`src/rtl/cpu_sequencer_pkg.sv`:
```
// -----------------------------------------------------------------------------
// Shared definitions for the 9-bit single-accumulator CPU sequencer.
//
// ControlUnit_def : the opcode and function-field encodings that the ControlUnit
//                   decoder uses. The sequencer only needs the values that
//                   identify HALT.
// Sequencer_def   : the sequencer state type, the HALT match constants and a
//                   helper that recognises a HALT instruction word.
//
// Instruction word layout used here: [8:6] opcode, [1:0] function field.
// -----------------------------------------------------------------------------
package ControlUnit_def;

    typedef enum logic [2:0] {
        R_ADD    = 3'b000,
        R_LOAD   = 3'b001,
        R_STORE  = 3'b010,
        R_BRANCH = 3'b011,
        R_NEG    = 3'b111
    } Opcode;

    localparam logic [1:0] FUN_HALT = 2'b11;

endpackage : ControlUnit_def

package Sequencer_def;

    import ControlUnit_def::*;

    typedef enum logic [2:0] {
        IDLE   = 3'd0,
        FETCH  = 3'd1,
        DECODE = 3'd2,
        EXEC   = 3'd3,
        MEM    = 3'd4,
        HALTED = 3'd5
    } SeqState;

    localparam logic [2:0] HALT_OPCODE = R_NEG;
    localparam logic [1:0] HALT_FUNCT  = FUN_HALT;

    // HALT shares the R_NEG opcode and is told apart by its function field.
    function automatic logic is_halt(input logic [8:0] insn);
        return (insn[8:6] == HALT_OPCODE) && (insn[1:0] == HALT_FUNCT);
    endfunction

endpackage : Sequencer_def

```
`src/rtl/cpu_sequencer_sat_counter.sv`:
```
// -----------------------------------------------------------------------------
// sat_counter: W-bit up-counter with synchronous clear that stops at all-ones.
//
// Ports:
//   clk      in   clock
//   reset    in   asynchronous active-high reset (count -> 0)
//   i_clear  in   synchronous clear, wins over i_enable
//   i_enable in   count up by one this cycle unless already saturated
//   o_count  out  current count
// -----------------------------------------------------------------------------
module sat_counter #(
    parameter int W = 16
) (
    input  logic         clk,
    input  logic         reset,
    input  logic         i_clear,
    input  logic         i_enable,
    output logic [W-1:0] o_count
);

    logic [W-1:0] r_count;

    // NOTE: sequential state is written only with non-blocking assignments so
    // every flop samples the pre-edge values, independent of block ordering.
    always_ff @(posedge clk or posedge reset) begin
        if (reset) begin
            r_count <= '0;
        end else if (i_clear) begin
            r_count <= '0;
        end else if (i_enable && (r_count != '1)) begin
            r_count <= r_count + W'(1);
        end
    end

    assign o_count = r_count;

endmodule : sat_counter

```
`src/rtl/cpu_sequencer.sv`:
```
// -----------------------------------------------------------------------------
// cpu_sequencer: multi-cycle fetch/decode/execute sequencer for the 9-bit
// single-accumulator CPU. Owns the PC, fetches from the synchronous
// instruction ROM, holds the instruction register feeding the ControlUnit,
// and gates the decoder's write/read strobes so each instruction commits once.
//
// Ports:
//   clk, reset        clock, asynchronous active-high reset
//   start             begin execution (honoured only in IDLE / HALTED)
//   imem_addr         instruction ROM address (= pc)
//   imem_data         ROM data, valid one cycle after imem_addr
//   instruction       instruction register, to the ControlUnit decoder
//   ctrl_*            decoder requests for the current instruction
//   take_branch       decoder: branch condition true
//   branch_target     absolute branch target, zero-extended to PC_W
//   reg_we/mem_we     gated single-cycle write strobes
//   mem_re            gated data-memory read enable (held through MEM)
//   pc                current program counter
//   done              high while HALTED
//   cycle_count       active cycles since the last start, saturating
//
// Timing: FETCH, DECODE, EXEC = 3 cycles per instruction; loads add MEM_LAT
// MEM cycles, the last of which commits the register write.
// -----------------------------------------------------------------------------
module cpu_sequencer
    import Sequencer_def::*;
#(
    parameter int PC_W     = 10,
    parameter int MEM_LAT  = 1,
    parameter int START_PC = 0
) (
    input  logic            clk,
    input  logic            reset,
    input  logic            start,
    output logic [PC_W-1:0] imem_addr,
    input  logic [8:0]      imem_data,
    output logic [8:0]      instruction,
    input  logic            ctrl_reg_write,
    input  logic            ctrl_mem_read,
    input  logic            ctrl_mem_write,
    input  logic            ctrl_branch,
    input  logic            take_branch,
    input  logic [7:0]      branch_target,
    output logic            reg_we,
    output logic            mem_we,
    output logic            mem_re,
    output logic [PC_W-1:0] pc,
    output logic            done,
    output logic [15:0]     cycle_count
);

    // Wide enough to hold MEM_LAT-1, never narrower than one bit.
    localparam int WAIT_W = (MEM_LAT > 1) ? $clog2(MEM_LAT) : 1;
    localparam logic [WAIT_W-1:0] WAIT_INIT  = WAIT_W'(MEM_LAT - 1);
    localparam logic [PC_W-1:0]   START_ADDR = PC_W'(START_PC);

    SeqState           r_state;
    logic [PC_W-1:0]   r_pc;
    logic [8:0]        r_instruction;
    logic              r_done;
    logic [WAIT_W-1:0] r_wait;

    logic              w_is_halt;
    logic              w_exec_commit;
    logic              w_exec_load;
    logic              w_mem_last;
    logic              w_start_accept;
    logic              w_active;
    logic [PC_W-1:0]   w_next_pc;

    assign w_is_halt = is_halt(r_instruction);

    // EXEC either halts, hands off to MEM for a load, or commits directly.
    assign w_exec_load   = (r_state == EXEC) && !w_is_halt && ctrl_mem_read;
    assign w_exec_commit = (r_state == EXEC) && !w_is_halt && !ctrl_mem_read;
    assign w_mem_last    = (r_state == MEM) && (r_wait == '0);

    assign w_start_accept = start && ((r_state == IDLE) || (r_state == HALTED));
    assign w_active       = (r_state == FETCH) || (r_state == DECODE) ||
                            (r_state == EXEC)  || (r_state == MEM);

    // pc+1 wraps naturally in PC_W bits; the 8-bit target is zero-extended.
    assign w_next_pc = (ctrl_branch && take_branch) ? PC_W'(branch_target)
                                                    : r_pc + PC_W'(1);

    // Strobes are decoded from state so an async reset drops them at once.
    // NOTE: every output of a combinational block gets a default first, so no
    // path through the block can leave a value held and infer a latch.
    always_comb begin
        reg_we = 1'b0;
        mem_we = 1'b0;
        mem_re = 1'b0;
        if (w_exec_commit) begin
            reg_we = ctrl_reg_write;
            mem_we = ctrl_mem_write;
        end
        if (w_mem_last) begin
            reg_we = ctrl_reg_write;
        end
        if (w_exec_load || (r_state == MEM)) begin
            mem_re = 1'b1;
        end
    end

    always_ff @(posedge clk or posedge reset) begin
        if (reset) begin
            r_state       <= IDLE;
            r_pc          <= START_ADDR;
            r_instruction <= '0;
            r_done        <= 1'b0;
            r_wait        <= '0;
        end else begin
            case (r_state)
                IDLE: begin
                    if (start) begin
                        r_state <= FETCH;
                        r_pc    <= START_ADDR;
                    end
                end
                FETCH: begin
                    r_state <= DECODE;
                end
                DECODE: begin
                    // ROM data for the address presented in FETCH is valid now.
                    r_instruction <= imem_data;
                    r_state       <= EXEC;
                end
                EXEC: begin
                    if (w_is_halt) begin
                        r_state <= HALTED;
                        r_done  <= 1'b1;
                    end else if (ctrl_mem_read) begin
                        r_wait  <= WAIT_INIT;
                        r_state <= MEM;
                    end else begin
                        r_pc    <= w_next_pc;
                        r_state <= FETCH;
                    end
                end
                MEM: begin
                    if (r_wait != '0) begin
                        r_wait <= r_wait - WAIT_W'(1);
                    end else begin
                        r_pc    <= w_next_pc;
                        r_state <= FETCH;
                    end
                end
                HALTED: begin
                    if (start) begin
                        r_state <= FETCH;
                        r_pc    <= START_ADDR;
                        r_done  <= 1'b0;
                    end
                end
                default: begin
                    r_state <= IDLE;
                end
            endcase
        end
    end

    // Cleared on the accepted start edge, counts every active cycle after.
    sat_counter #(
        .W (16)
    ) u_cycle_count (
        .clk      (clk),
        .reset    (reset),
        .i_clear  (w_start_accept),
        .i_enable (w_active),
        .o_count  (cycle_count)
    );

    assign imem_addr   = r_pc;
    assign pc          = r_pc;
    assign instruction = r_instruction;
    assign done        = r_done;

endmodule : cpu_sequencer

```
`config.mk`:
```
export PLATFORM = sky130hd
export DESIGN_NAME = cpu_sequencer
export DESIGN_NICKNAME = d
export VERILOG_FILES = /design/src/rtl/cpu_sequencer_pkg.sv /design/src/rtl/cpu_sequencer_sat_counter.sv /design/src/rtl/cpu_sequencer.sv
export SDC_FILE = /design/constraint.sdc
export NUM_CORES = 1
export LEC_CHECK = 0
export BUFFER_PORTS_ARGS = -buffer_cell sky130_fd_sc_hd__clkbuf_2
export CORE_MARGIN = 3
export CORE_UTILIZATION = 35
export DETAILED_ROUTE_END_ITERATION = 12
export MAX_ROUTING_LAYER = met4
export PLACE_DENSITY = 0.61
export SLEW_MARGIN = 5
export SYNTH_ARGS = -nofsm -noshare
export SYNTH_HDL_FRONTEND = slang
export SYNTH_SLANG_ARGS = --single-unit
```
`constraint.sdc`:
```
create_clock -name clk -period 4.7 [get_ports clk]
set_clock_uncertainty 0.2 [all_clocks]
set_input_delay 0.235 -clock clk [delete_from_list [all_inputs] [get_ports clk]]
set_output_delay 0.235 -clock clk [all_outputs]
set_load 0.02 [all_outputs]
```
# --- Word-level counts from Yosys, hierarchy flattened ---
# Cells that the tools add are included.
word_totals:
  register_bits: 40
  in_bits: 25
  output_inout_bits: 49
  word_cells: 74
classes:
  addsub: 3
  n_eq_ne: 15
  mux: 24
  n_bitwise: 1
  n_reduce_logical: 25
op_table:
  columns: ["op", "count"]
  rows:
  - ["10-bit two-way mux", 5]
  - ["16-bit two-way mux", 2]
  - ["10-bit case mux with 3 select lines", 1]
  - ["16-bit by 1-bit adder with 16-bit output (second input constant)", 1]
  - ["16-bit != test (second input constant)", 1]
  - ["3-bit case mux with 5 select lines", 1]
  - ["3-bit two-way mux", 4]
  - ["2-bit != test (second input constant)", 6]
  - ["10-bit by 1-bit adder with 10-bit output (second input constant)", 1]
  - ["3-bit == test (second input constant)", 3]
  - ["1-bit two-way mux", 9]
  - ["1-bit logical AND", 8]
  - ["3-bit by 2-bit == test with 1-bit output (second input constant)", 2]
  - ["3-bit AND reduction", 2]
  - ["2-bit nonzero test", 3]
  - ["1-bit logical OR", 5]
  - ["5-bit AND reduction", 1]
  - ["1-bit case mux with 2 select lines", 2]
  - ["3-bit by 1-bit == test with 1-bit output (second input constant)", 1]
  - ["3-bit zero test", 1]
  - ["3-bit nonzero test", 1]
  - ["2-bit == test (second input constant)", 1]
  - ["1-bit zero test", 2]
  - ["2-bit by 1-bit != test with 1-bit output (second input constant)", 1]
  - ["other kinds (4)", 4]

# --- Longest topological paths before layout ---
# Gate-level depths: netlist (run 1).
logic_depth:
  ltp_word: 7
  ltp_mapped: 6
  mapped_depth_nobuf: 5

# --- Modules after synthesis ---
# From an unflattened synthesis (run 1), not the netlist that was laid out.
hier_totals:
  cells_unflattened: 249
  area_unflattened_um2: 2359.8
modules_own_cells:
  columns: ["module", "instances", "cells_per_inst", "area_per_inst_um2", "seq_area_each_um2"]
  rows:
  - ["cpu_sequencer", 1, 148, 1427.6, 575.6]
  - ["sat_counter", 1, 101, 932.1, 400.4]

# --- Worst setup path after synthesis (run 1) ---
# No wires, ideal clock.
synth_path:
  kind: "reg-to-reg"
  from: "register u_cycle_count.r_count[0] (netlist: u_cycle_count.o_count[0])"
  to: "register u_cycle_count.r_count[14] (netlist: u_cycle_count.o_count[14])"
  setup_ps: 77
  t_arrival_ps: 1661
  required_time_ps: 4423
  slack_ps: 2761
  path_stages_with_launch: 6
  path_buffers: 0
  synth_period_minus_slack_ps: 1939
  path_cell_list: "dfrtp_1 > ha_1 > and3_2 > nand4_2 > or4_1 > a21oi_1"
synth_between:
  elab_chain_cells: 3
  elab_cells_between_ends: 6
  classes_between: "add/sub (1); eq/ne (1); mux (2); reduce/logical (2)"
synth_rtl:
  columns: ["item", "line_no", "source"]
  rows:
  - ["start: declaration", "cpu_sequencer_sat_counter.sv:21", "logic [W-1:0] r_count;"]
  - ["start signal: assignment", "cpu_sequencer_sat_counter.sv:31", "r_count <= r_count + W'(1);"]
  - ["16-bit by 1-bit adder with 16-bit output or 16-bit != test (tied branches)", "cpu_sequencer_sat_counter.sv:31, cpu_sequencer_sat_counter.sv:30", null]
  - ["16-bit two-way mux or 1-bit logical AND (tied branches)", "cpu_sequencer_sat_counter.sv:30", "end else if (i_enable && (r_count != '1)) begin"]
  - ["16-bit two-way mux or 2-bit nonzero test (tied branches)", null, null]
# Parallel ways exist; a longest one is shown, timed or not. The select of a mux whose other input is x is not followed.
# A chain may end at the register's enable or synchronous reset.

# --- Final worst setup path (run 1) ---
layout_path:
  from: "register r_state[1]"
  to: "output port reg_we"
layout_between:
  elab_chain_cells: 5
  elab_cells_between_ends: 7
  classes_between: "eq/ne (2); mux (2); reduce/logical (3)"
layout_rtl:
  columns: ["item", "line_no", "source"]
  rows:
  - ["start: declaration", "cpu_sequencer.sv:57", "SeqState r_state;"]
  - ["start signal: assignment", "cpu_sequencer.sv:107", "r_state <= IDLE;"]
  - ["start signal: assignment", "cpu_sequencer.sv:116", "r_state <= FETCH;"]
  - ["start signal: assignment", "cpu_sequencer.sv:121", "r_state <= DECODE;"]
  - ["3-bit by 2-bit == test with 1-bit output", "cpu_sequencer.sv:75", "assign w_exec_commit = (r_state == EXEC) && !w_is_halt && !ctrl_mem_read;"]
  - ["1-bit logical AND (2 in a row)", "cpu_sequencer.sv:75", null]
  - ["1-bit two-way mux", "cpu_sequencer.sv:93", "if (w_exec_commit) begin"]
  - ["1-bit two-way mux (*)", "cpu_sequencer.sv:97", "if (w_mem_last) begin"]
  - ["end: declaration", "cpu_sequencer.sv:44", "output logic reg_we,"]
# Every way passes the cells marked *; elsewhere a longest branch is shown, timed or not.

==> flow_metrics.tcl, run 1 <==
set metrics [dict create \
    outcome "complete, no violations" \
    ys_seq_area_share_pct 42.0 \
    core_sq_um 6390 \
    peakVddDrop_mv 0.274 \
    drtPass1Iterations 4 \
    slew_violations 0 \
    antenna_found_initial 0 \
    drt_drc_violations_left 0 \
    postCtsSetupBuffers 0 \
    nFillCells 648 \
    synth_compound_area_share_pct 18.0 \
    power_mw 1.56 \
    die-area_sq_um 7660 \
    placement.io_buffers 73 \
    setup_viol 0 \
    cp_slowest_cell "dfrtp_1" \
    dp_hpwl_microns 3960 \
    holdCritPathClass "input port to flip-flop" \
    synthMuxAreaShare_pct 6.94 \
    synthArstFlopShare_pct 100 \
    cts_buffers 5 \
    synthDistinctLibCells 50 \
    drive_above_1_share_pct 32.7 \
    p_per_area_nw_per_um2 544 \
    nets 341 \
    max_slew_margin_pct 65.3 \
    start_util_pct 36.4 \
    synth_fa_ha_area_share_pct 1.08 \
    critical_path_class "flip-flop to output pin" \
    finalCriticalPeriod_ns 2.51 \
    synth-edff-count 0 \
    combPwrFrac_pct 45.1 \
    worstPathMaxFanout 13 \
    grt_first_pass_wirelength_microns 9210 \
    p_clk_share_pct 16.3 \
    synth_simple_gate_area_share_pct 23.5 \
    design_area_sq_um 2870 \
    crit_start "r_state[1]$_DFFE_PP0P_" \
    period_share_pct 53.3 \
    slowest_delay_ns 0.68 \
    place.gp.congestion 0.813 \
    post_synth_xor_area_fraction_pct 1.13 \
    via_count 2141 \
    rr_worst_depth 4 \
    clk_latency_ns 0.29 \
    crit_end "reg_we" \
    sequentialPowerShare_pct 38.6 \
    drv_cap 0 \
    tns_ns 0 \
    syn_area_sq_um 2320 \
    clock_path_buffers 2 \
    drtIter0Drc 94 \
    layout-area-overhead-vs-synth_pct 23.4 \
    cts_tree "built" \
    cts-root-buf "clkbuf_8" \
    gr-usage-all-layers_pct 15.3 \
    clock-sinks 39 \
    rsz0062_at_grt "false" \
    p_switching_mw 0.706 \
    hold_viol_final 0 \
    reg2reg_from "r_state[1]$_DFFE_PP0P_" \
    startpoint_type "flip-flop" \
    p_int_mw 0.854 \
    worstSetupEndpointType "output pin" \
    die_width_microns 87.5 \
    num_rows 29 \
    cp_data_required_time_ns 4.26 \
    yosysWarnings 0 \
    final_common_cell "clkbuf_2" \
    top_level_ports 74 \
    ys_ff_latch 39 \
    cp.arrival_ns 2.07 \
    clk_pin_slew_ns 0.08 \
    totalWireLength_microns 5680 \
    syn_area_per_cell_sq_um 9.65 \
    placed_cell_area_sq_um 2670 \
    grt_pass1_vias 1930 \
    viasPerCell 5.46 \
    p_leak_nw 1.27 \
    r2r-end "imem_addr[7]$_DFFE_PP0P_" \
    postSynthCellCount 241 \
    max_freq_ghz 0.399 \
    overflow 0 \
    layout_common_cells "clkbuf_2, dfrtp_1, nand2_1, nand3_1, a21oi_1" \
    min_from "branch_target[0]" \
    crit_chain "and4bb_2 > o21a_1 > nor2_1 > nor2b_1 > clkbuf_2" \
    rrSetupSlack_ns 2.60 \
    netSwitchingFraction_pct 45.2 \
    routedWlPerCell_microns 14.5 \
    syn_nets 268 \
    antenna_cells 0 \
    synth_top_family_by_area "simple AND/OR/NAND/NOR gates" \
    die_y_microns 87.5 \
    htree_levels 2 \
    yosys_most_used_dff "dfrtp_1" \
    detail-route-antenna-nets 0 \
    grt_max_degree 40 \
    worst_slew_pin_slew_ns 0.521 \
]
[flip-flops by register name (all words and copies together), names as in the netlist]
signal,flops
instruction,9
imem_addr,10
u_cycle_count.o_count,16
r_state,3
done,1
[cell type report]
cell class / count / area [sq um] / area share [%]
timing repair buffer: 85 / 480 / 16.7
tap: 77 / 96.3 / 3.36
sequential: 39 / 976 / 34.0
multi-input combinational: 173 / 1180 / 41.1
inverter: 10 / 37.5 / 1.31
clock buffer: 8 / 100 / 3.49
[critical path, delay by kind of cell (launching register included)]
family | cells | cell delay, ns
DFF | 1 | 0.68
and+or+nand+nor | 3 | 0.60
AOI/OAI and AO/OA | 1 | 0.33
buffers and inverters | 1 | 0.17
[cell families (layout without fill, tap and decap cells)]
family / count (synthesis) / after routing
compound gates: 60 / 60
buf+inv: 29 / 103
fa+ha+maj: 2 / 2
simple gates: 93 / 93
flops: 39 / 39
mux: 15 / 15
xor+xnor: 3 / 3
[worst min path at each step]
stage	cells after the start	to	slack [ns]
2_1_floorplan	1	instruction[0]$_DFFE_PP0P_	0.19
3_3_place_gp	3	instruction[5]$_DFFE_PP0P_	0.18
3_5_place_dp	3	u_cycle_count.o_count[10]$_DFFE_PP0P_	0.18
4_1_cts	3	imem_addr[0]$_DFFE_PP0P_	0.02
5_1_grt	3	imem_addr[0]$_DFFE_PP0P_	0.04
6_report	3	imem_addr[0]$_DFFE_PP0P_	0.02
[power by group through the flow]
stage	clock (mW)	combinational, mW	sequential, mW
5_1_grt	0.273	0.780	0.623
3_3_place_gp	0	0.700	0.602
4_1_cts	0.263	0.714	0.603
2_1_floorplan	0	0.487	0.659
3_5_place_dp	0	0.706	0.609
6_report	0.254	0.704	0.602
[layer usage]
metal / vias up / track usage (%) / part of all wire (%)
li1: 1043 / - / -
met1: 1025 / 20.3 / 48
met2: 61 / 24.0 / 46
met3: 12 / 2.65 / 5.2
met4: 0 / 4.46 / 1.3
met5: - / - / 0
[what timing repair did]
action                                 in CTS  in global routing
endpoints found under the hold margin      48                  0
resized for setup                           0                  0
hold buffers                               10                  0
[metrics by stage]
stage,hold slack (ns),utilization (%),setup slack (ns),std cells
2_1_floorplan,0.187,-,2.76,241
3_3_place_gp,0.178,41.8,2.59,374
3_5_place_dp,0.180,41.8,2.56,374
4_1_cts,0.0216,44.9,2.22,392
5_1_grt,0.0368,44.9,2.05,392
6_report,0.0238,44.9,2.19,392
[cell usage after synthesis (6+ instances only)]
cell type / instances / area share [%]
dfrtp_1: 39 / 42
buf_4: 11 / 3.6
nor2_1: 9 / 1.5
o31ai_1: 7 / 2.3
o21ai_0: 11 / 2.4
nand2_1: 18 / 2.9
inv_1: 10 / 1.6
nand3_1: 16 / 3.4
a21oi_1: 14 / 3.0
mux2_2: 9 / 4.4
o221ai_1: 6 / 2.3
mux2i_1: 6 / 2.6
nand4_1: 6 / 1.6
No activity file was read; power rests on OpenSTA's default activity.
==> inputs of run 2 (changes only) <==
clock period = 2.37 ns   (was 4.7 ns; I/O delays follow)
==> run 2 against run 1 <==
Compared with the run above: count of clock-buffer cells in the layout is the same; hold slack got worse by 0.016 ns; routed wire length down 0.21%; critical path depth unchanged; worst setup slack worse by 2.1 ns; final area rose by 2.5%; global-route usage is 0.66 points higher; register-to-register slack worse by 2.3 ns; critical endpoint unchanged; largest power group unchanged.
==> flow_metrics.tcl, run 2 (same netlist as run 1, synthesis figures left out) <==
set metrics [dict create \
    startpoint_type "flip-flop" \
    largest_reg_flops 16 \
    drtPass1Iterations 4 \
    postCtsSetupBuffers 0 \
    routedWlPerCell_microns 14.2 \
    critical_path_class "flip-flop to output pin" \
    p_leak_nw 1.31 \
    combPwrFrac_pct 45.5 \
    netSwitchingFraction_pct 45.1 \
    drt_drc_violations_left 0 \
    power_mw 3.12 \
    detail-route-antenna-nets 0 \
    cp_data_required_time_ns 2.05 \
    clk_pin_slew_ns 0.07 \
    crit_chain "and4bb_2 > o21a_2 > nor2_1 > nor2b_1 > clkbuf_2" \
    overflow 0 \
    start_util_pct 36.4 \
    p_switching_mw 1.40 \
    p_per_area_nw_per_um2 1060 \
    sequentialPowerShare_pct 38.4 \
    grt_first_pass_wirelength_microns 9360 \
    grt_max_degree 40 \
    die-area_sq_um 7660 \
    setup_viol 0 \
    p_int_mw 1.71 \
    place.gp.congestion 0.782 \
    worstPathMaxFanout 14 \
    tns_ns 0 \
    reg2reg_from "r_state[2]$_DFFE_PP0P_" \
    cp.arrival_ns 1.93 \
    min_from "branch_target[4]" \
    cts_tree "built" \
    max_freq_ghz 0.446 \
    final_common_cell "clkbuf_2" \
    die_width_microns 87.5 \
    layout_common_cells "clkbuf_2, dfrtp_1, nand2_1, nand3_1, dlygate4sd3_1" \
    clock-sinks 39 \
    worst_slew_pin_slew_ns 0.506 \
    crit_start "r_state[2]$_DFFE_PP0P_" \
    htree_levels 2 \
    rsz0062_at_grt "false" \
    dp_hpwl_microns 3940 \
    placement.io_buffers 73 \
    num_rows 29 \
    die_y_microns 87.5 \
    drive_above_1_share_pct 33.2 \
    top_level_ports 74 \
    viasPerCell 5.30 \
    clk_latency_ns 0.30 \
    cts-root-buf "clkbuf_8" \
    via_count 2113 \
    worstSetupEndpointType "output pin" \
    peakVddDrop_mv 0.476 \
    slew_violations 0 \
    core_sq_um 6390 \
    hold_viol_final 0 \
    cts_buffers 5 \
    p_clk_share_pct 16.1 \
    layout-area-overhead-vs-synth_pct 26.5 \
    cp_slowest_cell "dfrtp_1" \
    holdCritPathClass "input port to flip-flop" \
    antenna_cells 0 \
    totalWireLength_microns 5670 \
    drv_cap 0 \
    period_share_pct 94.7 \
    antenna_found_initial 0 \
    clock_path_buffers 2 \
    slowest_delay_ns 0.61 \
    finalCriticalPeriod_ns 2.24 \
    grt_pass1_vias 1984 \
    drtIter0Drc 80 \
    outcome "complete, no violations" \
    max_slew_margin_pct 66.3 \
    gr-usage-all-layers_pct 16.0 \
    nets 348 \
]
## run 2: cell count changes in the layout (fill, tap and decap cells not counted)
cell,change
buf_4,+1
o21a_2,+1
dlygate4sd3_1,+6
dfrtp_2,+2
o21a_1,-1
dfrtp_1,-2
## run 2: final timing paths
| check | end | slack [ns] | cells after the start |
|---|---|---|---|
| setup reg to reg | r_state[2]$_DFFE_PP0P_ | 0.34 | 3 |
| max in group asynchronous | r_state[1]$_DFFE_PP0P_ | 1.32 | 4 |
| hold / removal | imem_addr[4]$_DFFE_PP0P_ | 0.008 | 5 |
| hold reg to reg | instruction[3]$_DFFE_PP0P_ | 0.31 | 1 |
| min in group asynchronous | instruction[5]$_DFFE_PP0P_ | 0.27 | 4 |
| setup / recovery | reg_we | 0.13 | 5 |
## run 2: stage by stage
stage                     instances  instance area, sq um  setup WS (ns)  hold WS (ns)  utilization, %
final                           399                  2940          0.126       0.00759            46.0
after global routing            399                  2940         0.0121        0.0339            46.0
after CTS                       399                  2940        0.00163       0.00451            46.0
after detailed placement        375                  2680          0.323        0.0673            41.9
after global placement          375                  2680          0.374        0.0546            41.9
after floorplan                 241                  2320          0.431        0.0702               -
## run 2: power groups by stage
stage	registers, mW	clock network [mW]	logic (mW)
2_1_floorplan	1.31	0	0.967
3_3_place_gp	1.20	0	1.39
3_5_place_dp	1.21	0	1.40
4_1_cts	1.19	0.527	1.43
5_1_grt	1.25	0.548	1.56
6_report	1.20	0.501	1.42
## run 2: what timing repair did
item | 4_1_cts | 5_1_grt
endpoints found under the setup margin | 0 | 1
endpoints found under the hold margin | 53 | 0
resized for setup | 0 | 3
hold buffers | 16 | 0
## run 2: area by class of cell
class | instances | area (sq um)
Timing Repair Buffer | 92 | 548
Inverter | 10 | 37.5
Clock buffer | 8 | 100
Tap cell | 77 | 96.3
Multi-Input combinational cell | 173 | 1180
Fill cell | 637 | 3450
Sequential cell | 39 | 978
## run 2: layer usage
layer	share of wire [%]	global-route usage, %	vias to the layer above
met5	0	-	-
met4	2.0	6.69	0
met3	3.6	2.84	7
met2	47	24.5	45
met1	47	20.8	1001
li1	-	-	1060
## run 2: critical path: cells and delay by family (launching register included)
| kind | cells | cell delay [ns] |
|---|---|---|
| buffers and inverters | 1 | 0.16 |
| AOI/OAI and AO/OA | 1 | 0.18 |
| DFF | 1 | 0.61 |
| and+or+nand+nor | 3 | 0.67 |
